**config.mk**
```make
export PLATFORM = sky130hd
export DESIGN_NAME = mem_access
export DESIGN_NICKNAME = d
export VERILOG_FILES = /design/src/rtl/mem_access.sv
export SDC_FILE = /design/constraint.sdc
export NUM_CORES = 1
export LEC_CHECK = 0
export CORE_MARGIN = 8
export CORE_UTILIZATION = 53
export CTS_CLUSTER_SIZE = 10
export DETAILED_ROUTE_END_ITERATION = 7
export PLACE_DENSITY = 0.84
export SLEW_MARGIN = 20
export SYNTH_ARGS = -nofsm -noshare
export SYNTH_HDL_FRONTEND = slang
export SYNTH_SLANG_ARGS = --single-unit
```
**constraint.sdc**
```tcl
create_clock -name clk -period 4.7 [get_ports clk]
set_input_delay 0.94 -clock clk [delete_from_list [all_inputs] [get_ports clk]]
set_output_delay 0.94 -clock clk [all_outputs]
set_load 0.05 [all_outputs]
```
**src/rtl/mem_access.sv**
```systemverilog
// mem_access: MEM-stage load/store unit in front of the word-wide data memory, with read-modify-write for SB/SH.
// Optional macro MEM_MISALIGN_TRAP_EN enables the misaligned-address traps (EXC_ADEL/EXC_ADES). Rev 1.0
`default_nettype none
`timescale 1ns/1ps

`ifndef TRAP_STALL
`define TRAP_STALL 8'h00
`endif

module mem_access #(
  parameter logic [7:0] EXC_ADEL = 8'h04,
  parameter logic [7:0] EXC_ADES = 8'h05
) (
  input  logic        clk,
  input  logic        rst,
  input  logic        in_valid,
  output logic        in_ready,
  input  logic [3:0]  in_op,
  input  logic [11:0] in_addr,
  input  logic [31:0] in_wdata,
  input  logic [7:0]  in_exception,
  output logic [11:0] dm_addr,
  output logic [31:0] dm_din,
  output logic        dm_we,
  input  logic [31:0] dm_dout,
  output logic        out_valid,
  output logic [31:0] out_rdata,
  output logic [7:0]  out_exception
);

  localparam logic [3:0] OP_LW  = 4'd1;
  localparam logic [3:0] OP_LH  = 4'd2;
  localparam logic [3:0] OP_LHU = 4'd3;
  localparam logic [3:0] OP_LB  = 4'd4;
  localparam logic [3:0] OP_LBU = 4'd5;
  localparam logic [3:0] OP_SW  = 4'd6;
  localparam logic [3:0] OP_SH  = 4'd7;
  localparam logic [3:0] OP_SB  = 4'd8;

  typedef enum logic [1:0] {S_IDLE, S_ACCESS, S_RMW_WR, S_DONE} state_t;

  state_t      state_q, state_d;
  logic [3:0]  op_q, op_d;
  logic [11:0] addr_q, addr_d;
  logic [31:0] wdata_q, wdata_d;
  logic [7:0]  code_q, code_d;
  logic        kill_q, kill_d;
  logic [31:0] merge_q, merge_d;
  logic [31:0] rdata_q, rdata_d;
  logic [7:0]  exc_q, exc_d;

  logic        in_is_load, in_is_store, in_misaligned;
  logic [7:0]  in_code;
  logic [15:0] half_sel;
  logic [7:0]  byte_sel;

  assign in_is_load  = (in_op >= OP_LW) && (in_op <= OP_LBU);
  assign in_is_store = (in_op >= OP_SW) && (in_op <= OP_SB);

`ifdef MEM_MISALIGN_TRAP_EN
  assign in_misaligned = (((in_op == OP_LW) || (in_op == OP_SW)) && (in_addr[1:0] != 2'b00)) ||
                         (((in_op == OP_LH) || (in_op == OP_LHU) || (in_op == OP_SH)) && in_addr[0]);
`else
  assign in_misaligned = 1'b0;
`endif

  // Upstream exceptions win over a locally detected misalignment.
  assign in_code = (in_exception != 8'h00) ? in_exception :
                   in_misaligned ? (in_is_load ? EXC_ADEL : EXC_ADES) : 8'h00;

  assign half_sel = addr_q[1] ? dm_dout[31:16] : dm_dout[15:0];

  always_comb begin
    byte_sel = dm_dout[7:0];
    case (addr_q[1:0])
      2'd1:    byte_sel = dm_dout[15:8];
      2'd2:    byte_sel = dm_dout[23:16];
      2'd3:    byte_sel = dm_dout[31:24];
      default: byte_sel = dm_dout[7:0];
    endcase
  end

  always_comb begin
    state_d   = state_q;
    op_d      = op_q;
    addr_d    = addr_q;
    wdata_d   = wdata_q;
    code_d    = code_q;
    kill_d    = kill_q;
    merge_d   = merge_q;
    rdata_d   = rdata_q;
    exc_d     = exc_q;
    in_ready  = (state_q == S_IDLE);
    out_valid = (state_q == S_DONE);
    dm_addr   = 12'h000;
    dm_din    = 32'h0000_0000;
    dm_we     = 1'b0;
    case (state_q)
      S_IDLE: begin
        if (in_valid) begin
          op_d    = in_op;
          addr_d  = in_addr;
          wdata_d = in_wdata;
          code_d  = in_code;
          kill_d  = (in_code != 8'h00) || !(in_is_load || in_is_store);
          state_d = S_ACCESS;
        end
      end
      S_ACCESS: begin
        // Killed requests idle through this cycle so every non-RMW completion has the same latency.
        state_d = S_DONE;
        rdata_d = 32'h0000_0000;
        exc_d   = code_q;
        if (!kill_q) begin
          dm_addr = addr_q;
          case (op_q)
            OP_LW:  rdata_d = dm_dout;
            OP_LH:  rdata_d = {{16{half_sel[15]}}, half_sel};
            OP_LHU: rdata_d = {16'h0000, half_sel};
            OP_LB:  rdata_d = {{24{byte_sel[7]}}, byte_sel};
            OP_LBU: rdata_d = {24'h000000, byte_sel};
            OP_SW: begin
              dm_we  = 1'b1;
              dm_din = wdata_q;
            end
            OP_SH: begin
              merge_d = addr_q[1] ? {wdata_q[15:0], dm_dout[15:0]}
                                  : {dm_dout[31:16], wdata_q[15:0]};
              state_d = S_RMW_WR;
            end
            OP_SB: begin
              case (addr_q[1:0])
                2'd1:    merge_d = {dm_dout[31:16], wdata_q[7:0], dm_dout[7:0]};
                2'd2:    merge_d = {dm_dout[31:24], wdata_q[7:0], dm_dout[15:0]};
                2'd3:    merge_d = {wdata_q[7:0], dm_dout[23:0]};
                default: merge_d = {dm_dout[31:8], wdata_q[7:0]};
              endcase
              state_d = S_RMW_WR;
            end
            default: rdata_d = 32'h0000_0000;
          endcase
        end
      end
      S_RMW_WR: begin
        dm_addr = addr_q;
        dm_din  = merge_q;
        dm_we   = 1'b1;
        state_d = S_DONE;
      end
      S_DONE:  state_d = S_IDLE;
      default: state_d = S_IDLE;
    endcase
  end

  always_ff @(posedge clk or negedge rst) begin
    if (!rst) begin
      state_q <= S_IDLE;
      op_q    <= 4'd0;
      addr_q  <= 12'h000;
      wdata_q <= 32'h0000_0000;
      code_q  <= 8'h00;
      kill_q  <= 1'b0;
      merge_q <= 32'h0000_0000;
      rdata_q <= 32'h0000_0000;
      exc_q   <= `TRAP_STALL;
    end else begin
      state_q <= state_d;
      op_q    <= op_d;
      addr_q  <= addr_d;
      wdata_q <= wdata_d;
      code_q  <= code_d;
      kill_q  <= kill_d;
      merge_q <= merge_d;
      rdata_q <= rdata_d;
      exc_q   <= exc_d;
    end
  end

  assign out_rdata     = rdata_q;
  assign out_exception = exc_q;

endmodule

`default_nettype wire

```
Word level (Yosys, flattened, before mapping)
Cells that the tools add are included.
{ "classes": {"n_bitwise": 1, "reduce_logical": 12, "eq_ne": 15, "mux": 20, "order_cmp": 4} }
{ "op_table": {"columns": ["cell", "count"], "rows": [
  ["$pmux W32 S5", 1],
  ["$mux W32", 4],
  ["$pmux W32 S2", 2],
  ["$pmux W32 S3", 1],
  ["$pmux W12 S2", 1],
  ["$pmux W8 S3", 1],
  ["$eq A4 B3 Y1 const B", 4],
  ["$mux W16", 1],
  ["$reduce_bool A8 Y1", 2],
  ["$mux W12", 1],
  ["$eq A2 B2 Y1 const B", 4],
  ["$eq A4 B2 Y1 const B", 2],
  ["$mux W8", 1],
  ["$pmux W2 S4", 1],
  ["$eq A2 B1 Y1 const B", 2],
  ["$eq A4 B1 Y1 const B", 1],
  ["$eq A4 B4 Y1 const B", 1],
  ["$ge A4 B1 Y1 const B", 1],
  ["$ge A4 B3 Y1 const B", 1],
  ["$le A4 B3 Y1 const B", 1],
  ["$le A4 B4 Y1 const B", 1],
  ["$mux W1", 4],
  ["$reduce_and A3 Y1", 1],
  ["$logic_and A1 B1 Y1", 2],
  ["other kinds (10)", 11]
]} }
{ "word_totals": {"inputBits": 91, "reg_bits": 131, "word_cells": 61} }

Logic depth before layout (Yosys ltp)
{ "depth": {"depth_word": 5, "depth_mapped": 9} }

Worst setup path before layout
Ideal clock, no wire load.
{ "synth_timing": {"path_type": "reg2out", "from": "register state_q[1]", "to": "output port dm_din[14]", "required_time_ns": 3.760, "path_stages_with_launch": 9, "n_path_buf": 2, "t_arrival_ns": 2.417, "setup_slack_ns": 1.343, "path_cell_list": "dfrtp_1 inv_1 ha_1 buf_2 nand2b_1 nor4_2 clkbuf_1 a22oi_1 nor2b_1"} }
{ "synth_between": {"elab_chain_cells": 2, "word_cells_on_any_way": 3, "classes_between": "eq/ne (2); mux (1)"} }
{ "synth_lines": {"columns": ["element", "line", "source"], "rows": [
  ["start: declaration", "42", "state_t state_q, state_d;"],
  ["start signal: assignment", "167", "state_q <= state_d;"],
  ["$eq A2 B2 Y1 or $eq A2 B1 Y1 (tied branches)", "98", "case (state_q)"],
  ["$pmux W32 S2 *", "98", null],
  ["end: declaration", "23", "output logic [31:0] dm_din,"]
]} }
Mark *: on every way between the ends. The rest lies on a longest branch, timed or not.

Worst setup path in the final report
{ "layout_timing": {"from": "register state_q[1]", "to": "output port dm_din[2]"} }
The elaborated chain is that of the path after synthesis.

==> flow_metrics.env <==
export IMPL_post_drt_via_cell_ratio=6.30
export IMPL_fmax_ghz=0.255
export IMPL_cts_tree="yes"
export IMPL_wirelength_mm=21.6
export IMPL_yosysWarnings=0
export IMPL_avgSynthCellArea_sq_um=11.0
export IMPL_clk_insertion_delay_late_ns=0.42
export IMPL_fin_crit_sh_pct=83.4
export IMPL_leakage_nw=3.89
export IMPL_post_cts_setup_buffer_count=0
export IMPL_yosys_cell_count_top_type="sky130_fd_sc_hd__dfrtp_1"
export IMPL_grt_antenna_before_repair=0
export IMPL_synth_lib_cells_used_distinct=44
export IMPL_setup_worst_path_start_class="register"
export IMPL_setup_tns_final_ns=0
export IMPL_worst_min_delay_path_class="input port to async pin"
export IMPL_synth_top_area_share_pct=48.5
export IMPL_max_cap_viol_count=0
export IMPL_rsz0062_at_grt="false"
export IMPL_half_perimeter_wire_length_after_detailed_placement_mm=14.8
export IMPL_syn_num_nets=711
export IMPL_synthArstFlopShare_pct=100
export IMPL_design_portCount=178
export IMPL_final_net_count=867
export IMPL_yosysTopAreaCell="sky130_fd_sc_hd__dfrtp_1"
export IMPL_finClkSkew_ns=0.00606
export IMPL_finalHoldWorstSlack_ns=0.477
export IMPL_vdd_ir_drop_worst_mv=0.561
export IMPL_floorplan_core_area_sq_um=12500
export IMPL_area_sequential_sq_um=3280
export IMPL_netlist_top_cells_area="sky130_fd_sc_hd__dfrtp_1, sky130_fd_sc_hd__mux2_2, sky130_fd_sc_hd__a22oi_1"
export IMPL_rows=41
export IMPL_clock_net_sink_count=131
export IMPL_wl_per_instance_um=22.5
export IMPL_slew_headroom_pct=22.9
export IMPL_place_gp_congestion=0.844
export IMPL_finalWorstSetupSlack_ns=0.782
export IMPL_chipHeight_um=129
export IMPL_die_w_um=129
export IMPL_timing_rr_start="state_q[1]$_DFFE_PN0P_"
export IMPL_placement_io_buffers=177
export IMPL_r2r_worst_path_cells=8
export IMPL_synth_commonest_cells="sky130_fd_sc_hd__dfrtp_1, sky130_fd_sc_hd__mux2_2, sky130_fd_sc_hd__a22oi_1"
export IMPL_finalCriticalPeriod_ns=3.92
export IMPL_antennaDiodeCount=0
export IMPL_layout_cell_area_non_filler_sq_um=9610
export IMPL_finalHoldViolCount=0
export IMPL_timing_setup_critical_path_class="register to primary output"
export IMPL_via_count=6031
export IMPL_cp_max_fo=35
export IMPL_drt_first_iter_violations=947
export IMPL_worstMarginPinSlew_ns=1.15
export IMPL_timing_rr_end="out_rdata[19]$_DFFE_PN0P_"
export IMPL_grt_first_pass_wirelength_mm=33.6
export IMPL_ys_seq_elements=131
export IMPL_dpl_instance_area_sq_um=9020
export IMPL_place_worst_setup_slack_ns=1.12
export IMPL_clock_buffers_created_by_tritoncts=17
export IMPL_global_route_usage_total_pct=26.0
export IMPL_area_growth_syn_to_layout_pct=42.1
export IMPL_detail_route_drc_violations=0
export IMPL_number_of_synthesized_flops_with_an_enable_pin=0
export IMPL_post_cts_resized_instances=0
export IMPL_antenna_left=0
export IMPL_effective_utilization_at_floorplan_pct=54.0
export IMPL_drt_pass1_iterations=6
export IMPL_cts_htree_levels=4
export IMPL_cp_arrival_ns=2.98
export IMPL_yosysSeqAreaShare_pct=48.5
export IMPL_worst_ep_required_time_ns=3.76
export IMPL_grt_overflow=0
export IMPL_powerDensity_nw_per_um2=780
export IMPL_ys_flop_type="sky130_fd_sc_hd__dfrtp_1"
export IMPL_first_global_vias=6321
export IMPL_drive_above_1_share_pct=21.5
export IMPL_path_clk_slew_ns=0.06
export IMPL_clock_root_buffer="sky130_fd_sc_hd__clkbuf_16"
export IMPL_synthesized_instance_count=616
export IMPL_cts_hold_fix_bufs=0
export IMPL_area_of_the_multi_input_gates_sq_um=3160
export IMPL_finalSetupViolations=0
export IMPL_clock_path_buffers=2
export IMPL_grt_start_max_net_pins=54
export IMPL_fillCellCount=824
export IMPL_critPathCaptureType="primary output"
export IMPL_synth_area_sq_um=6760
export IMPL_design_die_area_sq_um=16600
export IMPL_number_of_pins_with_negative_max_slew_slack_in_the_final_report=0
export IMPL_setup_reg_to_reg_worst_slack_ns=1.94
export IMPL_outcome="finished, final reports clean"
[per-layer routing]
layer	track usage, %	vias up	wire length [um]
met5	0	-	0
met4	12.4	0	858
met3	8.65	75	2010
met2	43.2	383	10700
met1	29.6	3006	8040
li1	-	2567	-
[sequential cells by signal, indices dropped and copies added (netlist names)]
register / count
out_exception: 8
out_rdata: 32
kill_q: 1
merge_q: 32
wdata_q: 32
addr_q: 12
state_q: 2
op_q: 4
code_q: 8
[placed cells by master (no fill, tap or decap), drive strengths merged, types with 3 or more instances in the layout]
master,count
and2,13
o21a,4
inv,38
nor2b,35
a211oi,17
nand2b,11
mux2i,25
nor3,3
buf,57
clkdlybuf4s50,131
nor2,3
mux4,8
o2bb2ai,11
a22oi,53
clkinv,5
o21ai,36
mux2,64
o32ai,16
dfrtp,131
ha,4
a221o,7
a21oi,19
nand2,43
nor4,3
clkinvlp,6
o221ai,8
clkbuf,17
[area by class of cell]
| type | count | share of cell area (%) |
|---|---|---|
| flip-flops and latches | 131 | 34.1 |
| clock inverters | 15 | 1.65 |
| clock buffers | 17 | 4.43 |
| multi-input cells | 398 | 32.8 |
| well taps | 172 | 2.24 |
| repair buffers | 188 | 23.3 |
| inverters | 36 | 1.41 |
[stage by stage]
stage | std cells | total power [W] | utilization, %
after floorplan | 616 | 0.00458 | -
after global placement | 924 | 0.00597 | 72.0
after detailed placement | 924 | 0.00610 | 72.0
after CTS | 956 | 0.00747 | 76.7
after global routing | 957 | 0.00782 | 76.8
final | 957 | 0.00750 | 76.8
[how the worst max path moves through the flow]
stage,start,end,slack (ns)
finish,state_q[1]$_DFFE_PN0P_,dm_din[2],0.78
global route,state_q[1]$_DFFE_PN0P_,dm_din[14],0.64
CTS,state_q[1]$_DFFE_PN0P_,dm_addr[11],0.65
detailed placement,state_q[1]$_DFFE_PN0P_,dm_addr[11],1.12
global placement,state_q[1]$_DFFE_PN0P_,dm_din[1],1.33
floorplan,state_q[1]$_DFFE_PN0P_,dm_din[14],1.34
[worst max-delay path: stages, from the launching register on]
cell	delay, ns
sky130_fd_sc_hd__dfrtp_1	0.41
sky130_fd_sc_hd__inv_1	0.10
sky130_fd_sc_hd__ha_1	0.15
sky130_fd_sc_hd__buf_4	0.38
sky130_fd_sc_hd__nand2b_1	0.26
sky130_fd_sc_hd__nor4_4	0.25
sky130_fd_sc_hd__buf_4	0.39
sky130_fd_sc_hd__a22oi_1	0.18
sky130_fd_sc_hd__nor2b_1	0.26
sky130_fd_sc_hd__buf_12	0.17
[report_power, final]
group	total [W]	leakage (nW)	switching, W	internal, W
sequential	0.00213	1.60	0.000486	0.00164
combinational	0.00405	2.02	0.00230	0.00175
clock	0.00132	0.268	0.000535	0.000784
total	0.00750	3.89	0.00332	0.00417
[kinds of logic after synthesis]
logic type / after synthesis / synth area share (%)
fa+ha+maj: 4 / 0.740
simple gates: 118 / 9.54
xor+xnor: 1 / 0.130
buf+inv: 87 / 5.35
compound gates: 178 / 18.8
flops: 131 / 48.5
mux: 97 / 17.0
No activity file was read; power rests on OpenSTA's default activity.
